==> config.mk <==
export PLATFORM = sky130hd
export DESIGN_NAME = bus_to_axi_bridge
export DESIGN_NICKNAME = d
export VERILOG_FILES = /design/src/rtl/bridge_pkg.sv /design/src/rtl/sync_fifo.sv /design/src/rtl/bus_to_axi_bridge.sv
export SDC_FILE = /design/constraint.sdc
export NUM_CORES = 1
export LEC_CHECK = 0
export CORE_UTILIZATION = 45
export CTS_BUF_LIST = sky130_fd_sc_hd__clkbuf_8
export DETAILED_ROUTE_END_ITERATION = 12
export HOLD_SLACK_MARGIN = 0.12
export PLACE_DENSITY = 0.75
export SYNTH_ARGS = -nofsm -noshare
export SYNTH_HDL_FRONTEND = slang
export SYNTH_SLANG_ARGS = --single-unit
==> constraint.sdc <==
create_clock -name clk_in -period 6.06 [get_ports clk_in]
set_clock_uncertainty 0.05 [all_clocks]
set_input_delay 0.909 -clock clk_in [delete_from_list [all_inputs] [get_ports clk_in]]
set_output_delay 0.909 -clock clk_in [all_outputs]
set_load 0.01 [all_outputs]
==> src/rtl/bridge_pkg.sv <==
// Shared AXI encodings, the queued request layout and issue-state names for the
// MemoryBus-to-AXI bridge.
package bridge_pkg;

    localparam logic [1:0] BURST_INCR = 2'b01;
    localparam logic [1:0] RESP_OKAY  = 2'b00;

    localparam logic [2:0] SIZE_1B   = 3'd0;
    localparam logic [2:0] SIZE_2B   = 3'd1;
    localparam logic [2:0] SIZE_4B   = 3'd2;
    localparam logic [2:0] SIZE_8B   = 3'd3;
    localparam logic [2:0] SIZE_16B  = 3'd4;
    localparam logic [2:0] SIZE_32B  = 3'd5;
    localparam logic [2:0] SIZE_64B  = 3'd6;
    localparam logic [2:0] SIZE_128B = 3'd7;

    // Request fields are held at their widest supported size; the bridge
    // zero-extends into them and slices back out on issue.
    localparam int REQ_ID_W   = 16;
    localparam int REQ_ADDR_W = 32;
    localparam int REQ_DATA_W = 64;

    typedef struct packed {
        logic                  write;
        logic [REQ_ID_W-1:0]   id;
        logic [REQ_ADDR_W-1:0] addr;
        logic [REQ_DATA_W-1:0] data;
    } req_t;

    // WAIT_AW: W already accepted, AW pending. WAIT_W: AW accepted, W pending.
    typedef enum logic [1:0] {
        ISSUE_FRESH   = 2'd0,
        ISSUE_WAIT_AW = 2'd1,
        ISSUE_WAIT_W  = 2'd2
    } issue_state_e;

    function automatic logic [2:0] axi_size(input int bytes);
        case (bytes)
            1:       return SIZE_1B;
            2:       return SIZE_2B;
            4:       return SIZE_4B;
            8:       return SIZE_8B;
            16:      return SIZE_16B;
            32:      return SIZE_32B;
            64:      return SIZE_64B;
            default: return SIZE_128B;
        endcase
    endfunction

endpackage

==> src/rtl/sync_fifo.sv <==
// Single-clock FIFO with registered storage; a pushed entry becomes visible at
// the head on the cycle after the push.
module sync_fifo #(
    parameter int WIDTH = 8,
    parameter int DEPTH = 4
) (
    input  logic             clk,
    input  logic             rst,
    input  logic             push,
    input  logic [WIDTH-1:0] push_data,
    input  logic             pop,
    output logic [WIDTH-1:0] pop_data,
    output logic             full,
    output logic             empty
);

    localparam int AW = $clog2(DEPTH);

    logic [WIDTH-1:0] mem [DEPTH];
    logic [AW:0]      wr_ptr;
    logic [AW:0]      rd_ptr;
    logic             do_push;
    logic             do_pop;

    assign do_push = push && !full;
    assign do_pop  = pop && !empty;

    // The extra pointer bit separates full from empty when the indices match.
    assign empty = (wr_ptr == rd_ptr);
    assign full  = (wr_ptr[AW-1:0] == rd_ptr[AW-1:0]) && (wr_ptr[AW] != rd_ptr[AW]);

    always_ff @(posedge clk or posedge rst) begin
        if (rst) begin
            wr_ptr <= '0;
            rd_ptr <= '0;
        end else begin
            if (do_push) wr_ptr <= wr_ptr + 1'b1;
            if (do_pop)  rd_ptr <= rd_ptr + 1'b1;
        end
    end

    always_ff @(posedge clk) begin
        if (do_push) mem[wr_ptr[AW-1:0]] <= push_data;
    end

    assign pop_data = mem[rd_ptr[AW-1:0]];

endmodule

==> src/rtl/bus_to_axi_bridge.sv <==
// Buffered MemoryBus slave to single-beat AXI3 master bridge with independent
// AW/W issue, read/write credit limits, buffered read return and sticky errors.
module bus_to_axi_bridge
    import bridge_pkg::*;
#(
    parameter int BUS_DATA_W = 24,
    parameter int BUS_ID_W   = 8,
    parameter int BUS_ADDR_W = 30,
    parameter int AXI_DATA_W = 32,
    parameter int AXI_ID_W   = 6,
    parameter int REQ_DEPTH  = 4,
    parameter int RSP_DEPTH  = 8,
    parameter int MAX_RD     = 8,
    parameter int MAX_WR     = 8
) (
    input  logic                    clk_in,
    input  logic                    rst_in,
    input  logic                    msValid,
    input  logic                    msWrite,
    input  logic [BUS_ID_W-1:0]     msID,
    input  logic [BUS_ADDR_W-1:0]   msAddress,
    input  logic [BUS_DATA_W-1:0]   msData,
    output logic                    msTaken,
    output logic                    smValid,
    output logic [BUS_ID_W-1:0]     smID,
    output logic [BUS_DATA_W-1:0]   smData,
    input  logic                    smTaken,
    output logic                    arvalid,
    input  logic                    arready,
    output logic [AXI_ID_W-1:0]     arid,
    output logic [31:0]             araddr,
    output logic [3:0]              arlen,
    output logic [2:0]              arsize,
    output logic [1:0]              arburst,
    output logic [1:0]              arlock,
    output logic [3:0]              arcache,
    output logic [2:0]              arprot,
    output logic [3:0]              arqos,
    output logic                    awvalid,
    input  logic                    awready,
    output logic [AXI_ID_W-1:0]     awid,
    output logic [31:0]             awaddr,
    output logic [3:0]              awlen,
    output logic [2:0]              awsize,
    output logic [1:0]              awburst,
    output logic [1:0]              awlock,
    output logic [3:0]              awcache,
    output logic [2:0]              awprot,
    output logic [3:0]              awqos,
    output logic                    wvalid,
    input  logic                    wready,
    output logic [AXI_ID_W-1:0]     wid,
    output logic [AXI_DATA_W-1:0]   wdata,
    output logic [AXI_DATA_W/8-1:0] wstrb,
    output logic                    wlast,
    input  logic                    rvalid,
    output logic                    rready,
    input  logic [AXI_ID_W-1:0]     rid,
    input  logic [AXI_DATA_W-1:0]   rdata,
    input  logic [1:0]              rresp,
    input  logic                    rlast,
    input  logic                    bvalid,
    output logic                    bready,
    input  logic [AXI_ID_W-1:0]     bid,
    input  logic [1:0]              bresp,
    input  logic                    err_clr,
    output logic                    rd_err,
    output logic                    wr_err,
    output logic                    proto_err,
    output logic                    idle,
    output logic [1:0]              dbg_issue_state
);

    // Handshakes: a transfer happens on a rising edge where valid && ready.
    // Once raised, a valid holds with a stable payload until its transfer.

    localparam int OFF   = $clog2(AXI_DATA_W/8);
    localparam int RSP_W = AXI_ID_W + BUS_DATA_W;
    localparam int RDC_W = $clog2(MAX_RD + 1);
    localparam int WRC_W = $clog2(MAX_WR + 1);
    localparam logic [RDC_W-1:0] RD_LIM = RDC_W'(MAX_RD);
    localparam logic [WRC_W-1:0] WR_LIM = WRC_W'(MAX_WR);

    req_t                      req_in;
    req_t                      req_head;
    logic                      req_full;
    logic                      req_empty;
    logic                      req_pop;
    logic [BUS_ADDR_W+OFF-1:0] addr_ext;

    issue_state_e issue_state;
    issue_state_e issue_next;
    logic         aw_done;
    logic         w_done;
    logic         ar_hs;
    logic         aw_hs;
    logic         w_hs;

    logic [RSP_W-1:0] rsp_in;
    logic [RSP_W-1:0] rsp_head;
    logic             rsp_full;
    logic             rsp_empty;
    logic             r_hs;
    logic             b_hs;
    logic             b_orphan;

    logic [RDC_W-1:0] rd_cnt;
    logic [WRC_W-1:0] wr_cnt;
    logic             rd_inc;
    logic             rd_dec;
    logic             wr_inc;
    logic             wr_dec;
    logic             unused_inputs;

    // Acceptance sees only registered FIFO/credit state, never an AXI ready.
    assign msTaken = msValid && !req_full &&
                     (msWrite ? (wr_cnt < WR_LIM) : (rd_cnt < RD_LIM));

    assign addr_ext = (BUS_ADDR_W+OFF)'(msAddress) << OFF;

    always_comb begin
        req_in       = '0;
        req_in.write = msWrite;
        req_in.id    = REQ_ID_W'(msID[AXI_ID_W-1:0]);
        req_in.addr  = REQ_ADDR_W'(addr_ext);
        req_in.data  = REQ_DATA_W'(msData);
    end

    sync_fifo #(.WIDTH($bits(req_t)), .DEPTH(REQ_DEPTH)) u_req_fifo (
        .clk       (clk_in),
        .rst       (rst_in),
        .push      (msTaken),
        .push_data (req_in),
        .pop       (req_pop),
        .pop_data  (req_head),
        .full      (req_full),
        .empty     (req_empty)
    );

    assign aw_done = (issue_state == ISSUE_WAIT_W);
    assign w_done  = (issue_state == ISSUE_WAIT_AW);

    assign arvalid = !req_empty && !req_head.write;
    assign awvalid = !req_empty && req_head.write && !aw_done;
    assign wvalid  = !req_empty && req_head.write && !w_done;
    assign wlast   = wvalid;

    assign ar_hs = arvalid && arready;
    assign aw_hs = awvalid && awready;
    assign w_hs  = wvalid && wready;

    assign arid    = req_head.id[AXI_ID_W-1:0];
    assign awid    = req_head.id[AXI_ID_W-1:0];
    assign wid     = req_head.id[AXI_ID_W-1:0];
    assign araddr  = req_head.addr;
    assign awaddr  = req_head.addr;
    assign wdata   = req_head.data[AXI_DATA_W-1:0];
    assign wstrb   = '1;
    assign arlen   = 4'd0;
    assign awlen   = 4'd0;
    assign arsize  = axi_size(AXI_DATA_W/8);
    assign awsize  = axi_size(AXI_DATA_W/8);
    assign arburst = BURST_INCR;
    assign awburst = BURST_INCR;
    assign arlock  = '0;
    assign awlock  = '0;
    assign arcache = '0;
    assign awcache = '0;
    assign arprot  = '0;
    assign awprot  = '0;
    assign arqos   = '0;
    assign awqos   = '0;

    always_ff @(posedge clk_in or posedge rst_in) begin
        if (rst_in) issue_state <= ISSUE_FRESH;
        else        issue_state <= issue_next;
    end

    // A write head retires once both AW and W have transferred, in any order.
    always_comb begin
        issue_next = issue_state;
        req_pop    = 1'b0;
        if (!req_empty) begin
            if (!req_head.write) begin
                req_pop = ar_hs;
            end else if ((aw_done || aw_hs) && (w_done || w_hs)) begin
                req_pop    = 1'b1;
                issue_next = ISSUE_FRESH;
            end else if (aw_hs) begin
                issue_next = ISSUE_WAIT_W;
            end else if (w_hs) begin
                issue_next = ISSUE_WAIT_AW;
            end
        end
    end

    assign dbg_issue_state = issue_state;

    assign rready = !rsp_full;
    assign r_hs   = rvalid && rready;
    assign rsp_in = {rid, rdata[BUS_DATA_W-1:0]};

    sync_fifo #(.WIDTH(RSP_W), .DEPTH(RSP_DEPTH)) u_rsp_fifo (
        .clk       (clk_in),
        .rst       (rst_in),
        .push      (r_hs),
        .push_data (rsp_in),
        .pop       (smTaken),
        .pop_data  (rsp_head),
        .full      (rsp_full),
        .empty     (rsp_empty)
    );

    assign smValid = !rsp_empty;
    assign smID    = BUS_ID_W'(rsp_head[RSP_W-1 -: AXI_ID_W]);
    assign smData  = rsp_head[BUS_DATA_W-1:0];

    assign bready   = 1'b1;
    assign b_hs     = bvalid && bready;
    assign b_orphan = b_hs && (wr_cnt == '0);

    assign rd_inc = msTaken && !msWrite;
    assign rd_dec = smValid && smTaken && (rd_cnt != '0);
    assign wr_inc = msTaken && msWrite;
    assign wr_dec = b_hs && !b_orphan;

    always_ff @(posedge clk_in or posedge rst_in) begin
        if (rst_in) begin
            rd_cnt <= '0;
            wr_cnt <= '0;
        end else begin
            if (rd_inc && !rd_dec)      rd_cnt <= rd_cnt + 1'b1;
            else if (!rd_inc && rd_dec) rd_cnt <= rd_cnt - 1'b1;
            if (wr_inc && !wr_dec)      wr_cnt <= wr_cnt + 1'b1;
            else if (!wr_inc && wr_dec) wr_cnt <= wr_cnt - 1'b1;
        end
    end

    // A new error in the same cycle as err_clr keeps the flag set.
    always_ff @(posedge clk_in or posedge rst_in) begin
        if (rst_in) begin
            rd_err    <= 1'b0;
            wr_err    <= 1'b0;
            proto_err <= 1'b0;
        end else begin
            rd_err    <= (r_hs && (rresp != RESP_OKAY)) || (rd_err && !err_clr);
            wr_err    <= (b_hs && (bresp != RESP_OKAY)) || (wr_err && !err_clr);
            proto_err <= (r_hs && !rlast) || b_orphan || (proto_err && !err_clr);
        end
    end

    assign idle = req_empty && rsp_empty && (rd_cnt == '0) && (wr_cnt == '0);

    assign unused_inputs = &{1'b0, msID, bid, rdata, req_head};

endmodule

# Word level (Yosys, flattened, before mapping)
# Memory sizes are Yosys's and may differ from the RTL's.
# Cells that the tools add are included.
# classes
n_reduce_logical	65
bitwise_logic	1
n_eq_ne	8
n_lt_le_gt_ge	2
addsub	8
n_mux	15
# op_table
operator	count
1-bit logical AND	35
4-bit by 1-bit adder with 4-bit output (second input constant)	4
4-bit two-way mux	4
1-bit zero test	15
4-bit zero test	2
4-bit less-than comparator (second input constant)	2
1-bit two-way mux	8
2-bit nonzero test	4
4-bit by 1-bit subtractor with 4-bit output (second input constant)	2
3-bit by 1-bit adder with 3-bit output (second input constant)	2
3-bit equality test	2
1-bit logical OR	6
2-bit two-way mux	3
4-bit equality test	1
4-bit nonzero test	1
3-bit AND reduction	1
3-bit nonzero test	1
2-bit by 1-bit equality test with 1-bit output (second input constant)	1
2-bit equality test	1
2-bit equality test (second input constant)	1
1-bit inequality test	2
1-bit NOT	1
# word_totals
input_bits	122
regBits	27
n_memories	2
word_cells	111
out_inout_bits	208
ramBits	484
# memory_table
memory	words	width	rd	rd_ports_with_merged_regs	wr	line_no	rtl
u_req_fifo.mem	4	61	1	0	1	sync_fifo.sv:19	logic [WIDTH-1:0] mem [DEPTH];
u_rsp_fifo.mem	8	30	1	0	1	sync_fifo.sv:19	

# Logic depth before layout (Yosys ltp)
# Gate-level depths: netlist (run 1).
# logic_depth
ltp_word	11
depth_mapped	13
depth_no_buf	12

# Hierarchy
# A second synthesis (run 1) with hierarchy kept.
# hier_totals
cells_unflattened	1244
area_unflattened_um2	28115.7
# by_module_without_submodules
module	seq_area_each_um2	cells_per_inst	area_each_um2	instances
sync_fifo (u_req_fifo)	13723.2	640	16778.6	1
sync_fifo (u_rsp_fifo)	7407.1	407	9655.5	1
bus_to_axi_bridge	325.3	197	1681.6	1

# Worst setup path after synthesis (run 1)
# No wires, ideal clock.
# synth_timing
kind	input -> register
start	input rvalid
end	memory u_rsp_fifo.mem[5][0] (netlist name), enable pin
setup_ns	0.503
arrival_ns	4.154
t_required_ns	5.507
path_stages	2
path_slack_ns	1.353
n_path_buf	0
path_cell_list	nand2_1 > nor4b_1
# synth_between
elab_chain_cells	4
# synth_lines
element	line_no	rtl
start, declared	bus_to_axi_bridge.sv:56	input logic rvalid,
1-bit logical AND	bus_to_axi_bridge.sv:200	assign r_hs = rvalid && rready;
1-bit logical AND	sync_fifo.sv:25	assign do_push = push && !full;
1-bit two-way mux	sync_fifo.sv:43	if (do_push) mem[wr_ptr[AW-1:0]] <= push_data;
1-bit two-way mux (implied by the code)	sync_fifo.sv:43	
end, declared	sync_fifo.sv:19	
# Every way passes these cells.

# Worst setup path in the final report (run 1)
# layout_timing
start	register u_rsp_fifo.rd_ptr[0]
end	output smData[14]
# layout_between
elab_chain_cells	1
# layout_lines
element	line_no	rtl
start, declared	sync_fifo.sv:21	logic [AW:0] rd_ptr;
start signal, assigned	sync_fifo.sv:38	if (do_pop) rd_ptr <= rd_ptr + 1'b1;
memory 8 x 30 bit	--	
end, declared	bus_to_axi_bridge.sv:26	output logic [BUS_DATA_W-1:0] smData,
# Every way passes these cells.

==> reports/results.ini, run 1 <==
[logic_synthesis]
postSynthAreaPerCell_sq_um=21.66
synth_area_leaders=edfxtp_1 (72%), mux4_2 (13%), buf_4 (4.0%), dfrtp_1 (3.3%), mux2_2 (1.8%)
synth_top_flop_cell=edfxtp_1
synth_top_area_frac=0.7178
synthCells=935
netlist_area_sq_mm=0.02025
async_flop_share=0.05284
ys_seq_elements=511
yosys_warnings=0
ys_types=48
netlist_top_cells_count=edfxtp_1 (484), mux4_2 (121), buf_4 (107), mux2_2 (32), dfrtp_1 (27)
synth_edf_count=484
yosysTopAreaCell=edfxtp_1
yosysSeqAreaShare=0.7512
synthMostInstantiatedCell=edfxtp_1

[floorplan]
coreArea_sq_mm=0.04432
fp.dieArea_sq_mm=0.04585
die_w_microns=214.1
die_h_microns=214.1
initial_core_util=0.4569
ioPinCount=330
rows=77

[global_route]
grt_pass1_vias=10080
grt_max_degree=64
antenna_found_initial=3
met2_usage=0.2835
use_met3=0.05277
grt-busiest-layer=met2
met1_usage=0.2069
grt_pass1_wl_microns=58370
overflow=0
track_usage=0.1687

[cells_and_area]
fin_area_sq_mm=0.02442
regArea_sq_mm=0.01522
multi_input_area_sq_mm=0.004310
drive_gt1_frac=0.2388
fill_cells=3313
syn_to_final_growth_pct=20.63
fin_nets=1349
stdcell_count=1866

[detailed_routing]
num_vias=9557
drt-initial-drc-count=597
viasPerCell=5.122
wire_per_inst_microns=20.44
firstDrtPassIters=4
route.final.wire_length_microns=38130
ant_nets=0
drcViolationCount=0

[cts]
clk_pin_slew_worst_paths_ns=0.06
cts-resized-gates=0
clk-insertion-delay-late_ns=0.63
htree_levels=3
cts-root-buf=clkbuf_8
clockBufferDepth=3
numCtsBuffers=83
cts.sinks=511
ctsHoldBuffers=0
post_cts_buffers=0
cts_tree=yes

[run]
maxCapViolCount=0

[power]
vdd_drop_max_mv=0.3068
p_per_area_mw_per_mm2=485.6
p_leak_nw=8.156

[timing]
rsz0062_at_grt=false
hold_viol=0
hold_slack_ns=0.4602
worst_slew_pin_slew_ns=1.121
setup_tns_ns=0
finalSetupViolations=0
drv_slew=0
relSlewSlack=0.2519
min_period_ns=4.498
final.period_utilization=0.7423
fmax_mhz=222.3

[setup_path]
reg2reg_depth=5
crit_path_max_fanout=48
cp-end-kind=output pin
startpoint=u_rsp_fifo.rd_ptr[0]
r2r-start=u_req_fifo.rd_ptr[0]
r2r_slack_ns=2.56
required_ns=5.10
cp-start-kind=flip-flop
worstSetupPathType=flip-flop to output pin
rr_endpoint=u_req_fifo.mem[2][34]
crit_arrival_ns=3.54

[placed_design]
dp.cells=1719
dp_hpwl_microns=22920
placed_cell_area_sq_mm=0.02298
port_buffers=250
gp_congestion=0.6998

[hold_path]
whs_endpoint=rd_cnt[3]
whs_path_depth=1
min_path_type=flip-flop to flip-flop
min_from=rd_cnt[3]

[status]
outcome=completed

## kinds of logic (layout without fill, tap and decap cells)
logic type | Yosys count | count (layout) | share of synthesized area
buffers and inverters | 152 | 429 | 0.04943
flip-flops | 511 | 511 | 0.7512
multiplexers | 156 | 156 | 0.1542
other | 2 | 64 | 0.0003709
XOR/XNOR | 24 | 24 | 0.01112
adder cells (fa/ha/maj) | 15 | 15 | 0.01001
AND/OR/NAND/NOR | 55 | 55 | 0.01545
AO/OA/AOI/OAI | 20 | 20 | 0.008219
## routing by layer
layer | share of wire | wire length (microns)
met5 | 0.00073 | 28
met4 | 0.020 | 757
met3 | 0.073 | 2802
met2 | 0.51 | 19600
met1 | 0.39 | 14940
## power breakdown
part | switching, mW | internal, mW | leakage (nW)
Clock | 1.30 | 1.31 | 0.833
Combinational | 1.94 | 2.40 | 2.61
Sequential | 0.381 | 4.53 | 4.71
## cell type report
type / instances / area share
inverter: 12 / 0.001844
antenna: 1 / 0.0001025
multi-input combinational: 333 / 0.1765
sequential: 511 / 0.6231
tap: 592 / 0.03033
clock inverter: 61 / 0.01132
clock buffer: 85 / 0.04790
timing repair buffer: 271 / 0.1089
## worst max-delay path by stage
stage	to	slack [ns]	cells after the start
after floorplan	u_rsp_fifo.mem[5][0]	1.35	2
after global placement	smData[14]	2.15	4
after detailed placement	smData[15]	2.14	4
after CTS	smData[15]	1.41	4
after global routing	smData[14]	1.29	4
final	smData[14]	1.56	4
## flip-flops by register name, summed over array words and instances, names as in the netlist
signal / cells
wr_cnt: 4
rd_cnt: 4
dbg_issue_state: 2
u_rsp_fifo.rd_ptr: 4
proto_err: 1
u_rsp_fifo.wr_ptr: 4
rd_err: 1
u_req_fifo.mem: 244
u_rsp_fifo.mem: 240
u_req_fifo.wr_ptr: 3
wr_err: 1
u_req_fifo.rd_ptr: 3
## cell usage in the layout (no fill, tap or decap), drive strengths merged, types with 13 or more instances in the layout
master and count:
edfxtp 484, clkdlybuf4s50 250, mux4 121, clkbuf 85, conb 63, inv 37
mux2 35, clkinv 35, dfrtp 27, buf 21, xnor2 14, ha 13
nand2 13
## stage by stage
| stage | util | total power [mW] | setup WS [ns] |
|---|---|---|---|
| finish | 0.5511 | 11.86 | 1.562 |
| floorplan | - | 7.625 | 1.353 |
| CTS | 0.5511 | 12.05 | 1.408 |
| global placement | 0.5184 | 9.316 | 2.153 |
| global route | 0.5511 | 12.47 | 1.288 |
| detailed placement | 0.5184 | 9.403 | 2.142 |
## worst max-delay path: stages (launching register included)
cell	delay [ns]
dfrtp_4	1.04
buf_4	0.47
mux4_2	0.55
mux2_2	0.29
clkdlybuf4s50_1	0.50
Note: power is estimated with default switching activity, not from simulation.
==> inputs of run 2 (changes only) <==
clock period = 4.3 ns   (was 6.06 ns; I/O delays follow)
==> run 2 against run 1 <==
Effect of this change:
- critical path depth stayed put
- die area is the same
- global-route usage is 0.27 points higher
- design area is 0.25% higher
- first-iteration DRC count grew 7.9%
- via count shrank 0.44%
- combinational power up 46%
- critical endpoint is now smData[20]
- largest power group unchanged
==> reports/results.ini, run 2 (same netlist as run 1, synthesis figures left out) <==
[setup_path]
required_ns=3.61  ; -1.49 ns
worstSetupPathType=flip-flop to output pin
cp-start-kind=flip-flop
r2r-start=u_rsp_fifo.rd_ptr[0]
cp-end-kind=output pin
r2r_slack_ns=1.33  ; -1.23 ns
crit_path_max_fanout=20  ; -58%
rr_endpoint=rd_cnt[3]
crit_arrival_ns=3.10  ; -0.44 ns
reg2reg_depth=12  ; +7

[cts]
ctsHoldBuffers=0  ; unchanged
cts.sinks=511  ; unchanged
clk_pin_slew_worst_paths_ns=0.05  ; about the same
cts-root-buf=clkbuf_8
cts_tree=yes
cts-resized-gates=0  ; unchanged
clockBufferDepth=3  ; unchanged
post_cts_buffers=0  ; unchanged
numCtsBuffers=81  ; -2.4%
clk-insertion-delay-late_ns=0.65  ; +0.02 ns
htree_levels=3  ; unchanged

[placed_design]
dp_slack_ns=1.090  ; -1.052 ns
dp.cells=1717  ; -0.12%
gp_congestion=0.7071  ; +1.0%
dp_hpwl_microns=22700  ; -0.95%
port_buffers=250  ; unchanged

[cells_and_area]
syn_to_final_growth_pct=20.92
final_util=0.5525  ; +0.001355
drive_gt1_frac=0.2334  ; -0.005420
layout_common_cells=edfxtp_1 (484), clkdlybuf4s50_1 (250), mux4_2 (121)
final_common_cell=edfxtp_1
largest_reg_flops=244  ; unchanged
stdcell_count=1858  ; -0.43%
fin_nets=1345  ; -0.30%

[power]
vdd_drop_max_mv=0.4593  ; +50%
p_per_area_mw_per_mm2=685.4  ; +41%
p_leak_nw=8.178  ; +0.27%
p_total_mw=16.78  ; +41%

[hold_path]
min_path_type=flip-flop to flip-flop
whs_endpoint=proto_err
min_from=proto_err
whs_path_depth=2  ; +1

[timing]
hold_viol=0  ; unchanged
finalSetupViolations=0  ; unchanged
rsz0062_at_grt=false
relSlewSlack=0.2876  ; +0.03566
drv_slew=0  ; unchanged
min_period_ns=3.797
final.period_utilization=0.8831
setup_tns_ns=0  ; unchanged
fmax_mhz=263.3
worst_slew_pin_slew_ns=1.067  ; -0.05343 ns
setup_slack_ns=0.5026  ; -1.059 ns

[floorplan]
initial_core_util=0.4569  ; unchanged
rows=77  ; unchanged
coreArea_sq_mm=0.04432  ; unchanged
fp.dieArea_sq_mm=0.04585  ; unchanged
die_w_microns=214.1  ; unchanged
ioPinCount=330  ; unchanged
die_h_microns=214.1  ; unchanged

[global_route]
grt_max_degree=64  ; unchanged
antenna_found_initial=3  ; unchanged
grt_pass1_vias=9948  ; -1.3%
track_usage=0.1714  ; +0.002702
overflow=0  ; unchanged
grt_pass1_wl_microns=58790  ; +0.72%

[detailed_routing]
drt-initial-drc-count=644  ; +7.9%
num_vias=9515  ; -0.44%
drcViolationCount=0  ; unchanged
viasPerCell=5.121  ; about the same
ant_nets=0  ; unchanged
wire_per_inst_microns=20.71  ; +1.4%
route.final.wire_length_microns=38490  ; +0.93%
firstDrtPassIters=6  ; +2

[status]
outcome=completed

[run]
maxCapViolCount=0  ; unchanged

==> run 2: cell type report <==
class | count | area (sq um)
tap | 592 | 740.7
multi-input combinational | 333 | 4319
timing repair buffer | 269 | 2720
inverter | 12 | 45.04
clock inverter | 51 | 224.0
fill | 3305 | 19830
antenna | 2 | 5.005
sequential | 511 | 15220
clock buffer | 88 | 1211
==> run 2: report_power, final <==
group          leakage (nW)  total (mW)  internal (mW)  switching, mW
clock network         0.842        3.65           1.87           1.78
registers              4.71        6.79           6.38          0.406
logic                  2.62        6.34           3.43           2.91
==> run 2: how the worst max path moves through the flow <==
stage / slack [ns] / endpoint / start
2_1_floorplan: -0.12 / u_rsp_fifo.mem[0][0] / u_rsp_fifo.rd_ptr[1]
3_3_place_gp: 1.12 / smData[13] / u_rsp_fifo.rd_ptr[0]
3_5_place_dp: 1.09 / u_req_fifo.mem[1][48] / msWrite
4_1_cts: 0.36 / smData[0] / u_rsp_fifo.rd_ptr[0]
5_1_grt: 0.29 / smData[0] / u_rsp_fifo.rd_ptr[0]
6_report: 0.50 / smData[20] / u_rsp_fifo.rd_ptr[0]
==> run 2: layer usage <==
layer	track usage	up-vias	share of wire
li1	-	4184	-
met1	0.2051	4940	0.39
met2	0.2874	314	0.51
met3	0.05106	73	0.065
met4	0.07619	4	0.032
met5	0	-	0.00073
==> run 2: per-stage QoR <==
stage	area (sq um)	hold WS, ns
after global placement	23040	0.4353
after global routing	24480	0.5022
after CTS	24480	0.4615
final	24480	0.4627
after detailed placement	23040	0.4488
after floorplan	20480	0.4192
==> run 2: worst max-delay path: stages (launching register included) <==
cell and delay [ns]:
dfrtp_4 0.68, buf_4 0.41, mux4_2 0.56, mux2_2 0.30, clkdlybuf4s50_1 0.49
==> inputs of run 3 (changes only) <==
CAP_MARGIN = 0   (was not set)
CORE_UTILIZATION = 55   (was 45)
GPL_ROUTABILITY_DRIVEN = 0   (was not set)
PLACE_DENSITY = 0.88   (was 0.75)
==> run 3 against run 2 <==
Effect of this change:
- clock-buffer cell count shrank 2
- critical endpoint is now idle
- sequential power is essentially flat
- final cell count shrank 6.3%
- non-clock buffer count grew 3
- maximum frequency grew 2.8%
- first-iteration DRC count grew 5.6%
- register-to-register slack gained 0.03 ns
- die area shrank 18%
- core utilization grew 13 points
==> reports/results.ini, run 3 (same netlist as run 1, synthesis figures left out) <==
[global_route]
grt_max_degree=62  ; -3.1%
grt_pass1_wl_microns=61180  ; +4.0%
overflow=0  ; unchanged
antenna_found_initial=7  ; +4
track_usage=0.2210  ; +0.04961
grt_pass1_vias=10310  ; +3.6%

[cts]
htree_levels=3  ; unchanged
clk-insertion-delay-late_ns=0.63  ; -0.02 ns
cts-root-buf=clkbuf_8
ctsHoldBuffers=0  ; unchanged
cts.sinks=511  ; unchanged
clk_pin_slew_worst_paths_ns=0.06  ; about the same
clockBufferDepth=3  ; unchanged
cts_tree=yes
post_cts_buffers=0  ; unchanged
numCtsBuffers=80  ; -1.2%
cts-resized-gates=0  ; unchanged

[power]
power_frac_clock=0.220  ; +0.003
p_int_mw=11.75  ; +0.46%
p_leak_nw=8.210  ; +0.40%
p_total_mw=16.96  ; +1.1%
vdd_drop_max_mv=0.5017  ; +9.2%
combPwrFrac=0.378  ; about the same
p_sw_mw=5.213  ; +2.4%
p_per_area_mw_per_mm2=694.8  ; +1.4%
p_sw_frac=0.3074  ; +0.004052
seq_power_share=0.402  ; -0.003

[detailed_routing]
viasPerCell=5.581  ; +9.0%
wire_per_inst_microns=23.22  ; +12%
num_vias=9717  ; +2.1%
drcViolationCount=0  ; unchanged
firstDrtPassIters=4  ; -2
ant_nets=0  ; unchanged
drt-initial-drc-count=680  ; +5.6%
route.final.wire_length_microns=40420  ; +5.0%

[setup_path]
worstSetupPathType=flip-flop to output pin
required_ns=3.61  ; about the same
cp-start-kind=flip-flop
crit_path_max_fanout=20  ; unchanged
r2r_slack_ns=1.36  ; +0.03 ns
crit_arrival_ns=3.00  ; -0.10 ns
cp-end-kind=output pin

[timing]
drv_slew=0  ; unchanged
setup_tns_ns=0  ; unchanged
worst_slew_pin_slew_ns=0.7297  ; -0.3377 ns
rsz0062_at_grt=false
fmax_mhz=270.7  ; +2.8%
relSlewSlack=0.5135  ; +0.2259
min_period_ns=3.694  ; -0.1036 ns
hold_viol=0  ; unchanged
hold_slack_ns=0.3398  ; -0.1229 ns
setup_slack_ns=0.6063  ; +0.1036 ns
final.period_utilization=0.8590  ; -0.02410
finalSetupViolations=0  ; unchanged

[cells_and_area]
fin_nets=1347  ; +0.15%
layout_common_cells=edfxtp_1 (484), clkdlybuf4s50_1 (250), mux4_2 (121)
largest_reg_flops=244  ; unchanged
fill_cells=2096  ; -37%
final_common_cell=edfxtp_1
syn_to_final_growth_pct=20.53
drive_gt1_frac=0.2349  ; +0.001492
stdcell_count=1741  ; -6.3%
regArea_sq_mm=0.01522  ; unchanged
multi_input_area_sq_mm=0.004319  ; unchanged

[floorplan]
fp.dieArea_sq_mm=0.03759  ; -18%
die_h_microns=193.9  ; -9.5%
ioPinCount=330  ; unchanged
die_w_microns=193.9  ; -9.5%
coreArea_sq_mm=0.03591  ; -19%
initial_core_util=0.5638  ; +0.1069
rows=69  ; -10%

[placed_design]
dp_hpwl_microns=24590  ; +8.3%
port_buffers=250  ; unchanged
dp.cells=1589  ; -7.5%
dp_slack_ns=1.158  ; +0.06757 ns

[run]
maxCapViolCount=0  ; unchanged

[hold_path]
min_path_type=primary input to asynchronous set/reset pin

[status]
outcome=completed

-- run 3: changes by cell type in the layout (fill, tap and decap cells not counted), sizes merged --
cell | before | now
buf | 19 | 22
bufinv | 0 | 1
clkbuf | 88 | 86
clkinv | 18 | 23
clkinvlp | 2 | 3
diode | 2 | 7
inv | 43 | 44
-- run 3: through the flow --
step,cell area (sq um),utilization
2_1_floorplan,20480,-
3_3_place_gp,22920,0.6381
3_5_place_dp,22920,0.6381
4_1_cts,24390,0.6791
5_1_grt,24400,0.6794
6_report,24410,0.6796
-- run 3: path summary, 6_finish.rpt --
path / end / depth (start not counted) / start
min in group clk_in: rd_cnt[3] / 1 / rd_cnt[3]
setup reg to reg: rd_cnt[3] / 12 / u_rsp_fifo.rd_ptr[1]
max in group asynchronous: u_req_fifo.rd_ptr[0] / 3 / rst_in
setup / recovery: idle / 5 / u_rsp_fifo.rd_ptr[1]
hold / removal: wr_cnt[0] / 2 / rst_in
hold reg to reg: rd_cnt[3] / 1 / rd_cnt[3]
-- run 3: area by class of cell --
type / count / area share
Tap cell: 461 / 0.02363
Clock buffer: 86 / 0.04850
Multi-Input combinational cell: 333 / 0.1770
Antenna cell: 7 / 0.0007177
Inverter: 12 / 0.001846
Clock inverter: 59 / 0.01184
Sequential cell: 511 / 0.6236
Timing Repair Buffer: 272 / 0.1129
-- run 3: power by group through the flow --
stage                     clock network [mW]  logic [mW]  registers [mW]
after floorplan                            0        4.05            6.70
after global placement                     0        6.31            6.83
after detailed placement                   0        6.47            6.91
after CTS                               3.83        6.50            6.82
after global routing                    4.05        6.80            6.89
final                                   3.74        6.40            6.82
-- run 3: worst max-delay path, cell delays in order (launching register included) --
cell and delay [ns]:
dfrtp_2 0.68, xor2_1 0.22, nor3_2 0.32, nand2_1 0.21
nor4_1 0.34, clkdlybuf4s50_1 0.62
-- run 3: per-layer routing --
layer	vias up	routed length [microns]	global-route usage
met5	-	0	0
met4	0	1366	0.1005
met3	89	3408	0.06610
met2	452	20970	0.3741
met1	4969	14680	0.2623
li1	4207	-	-
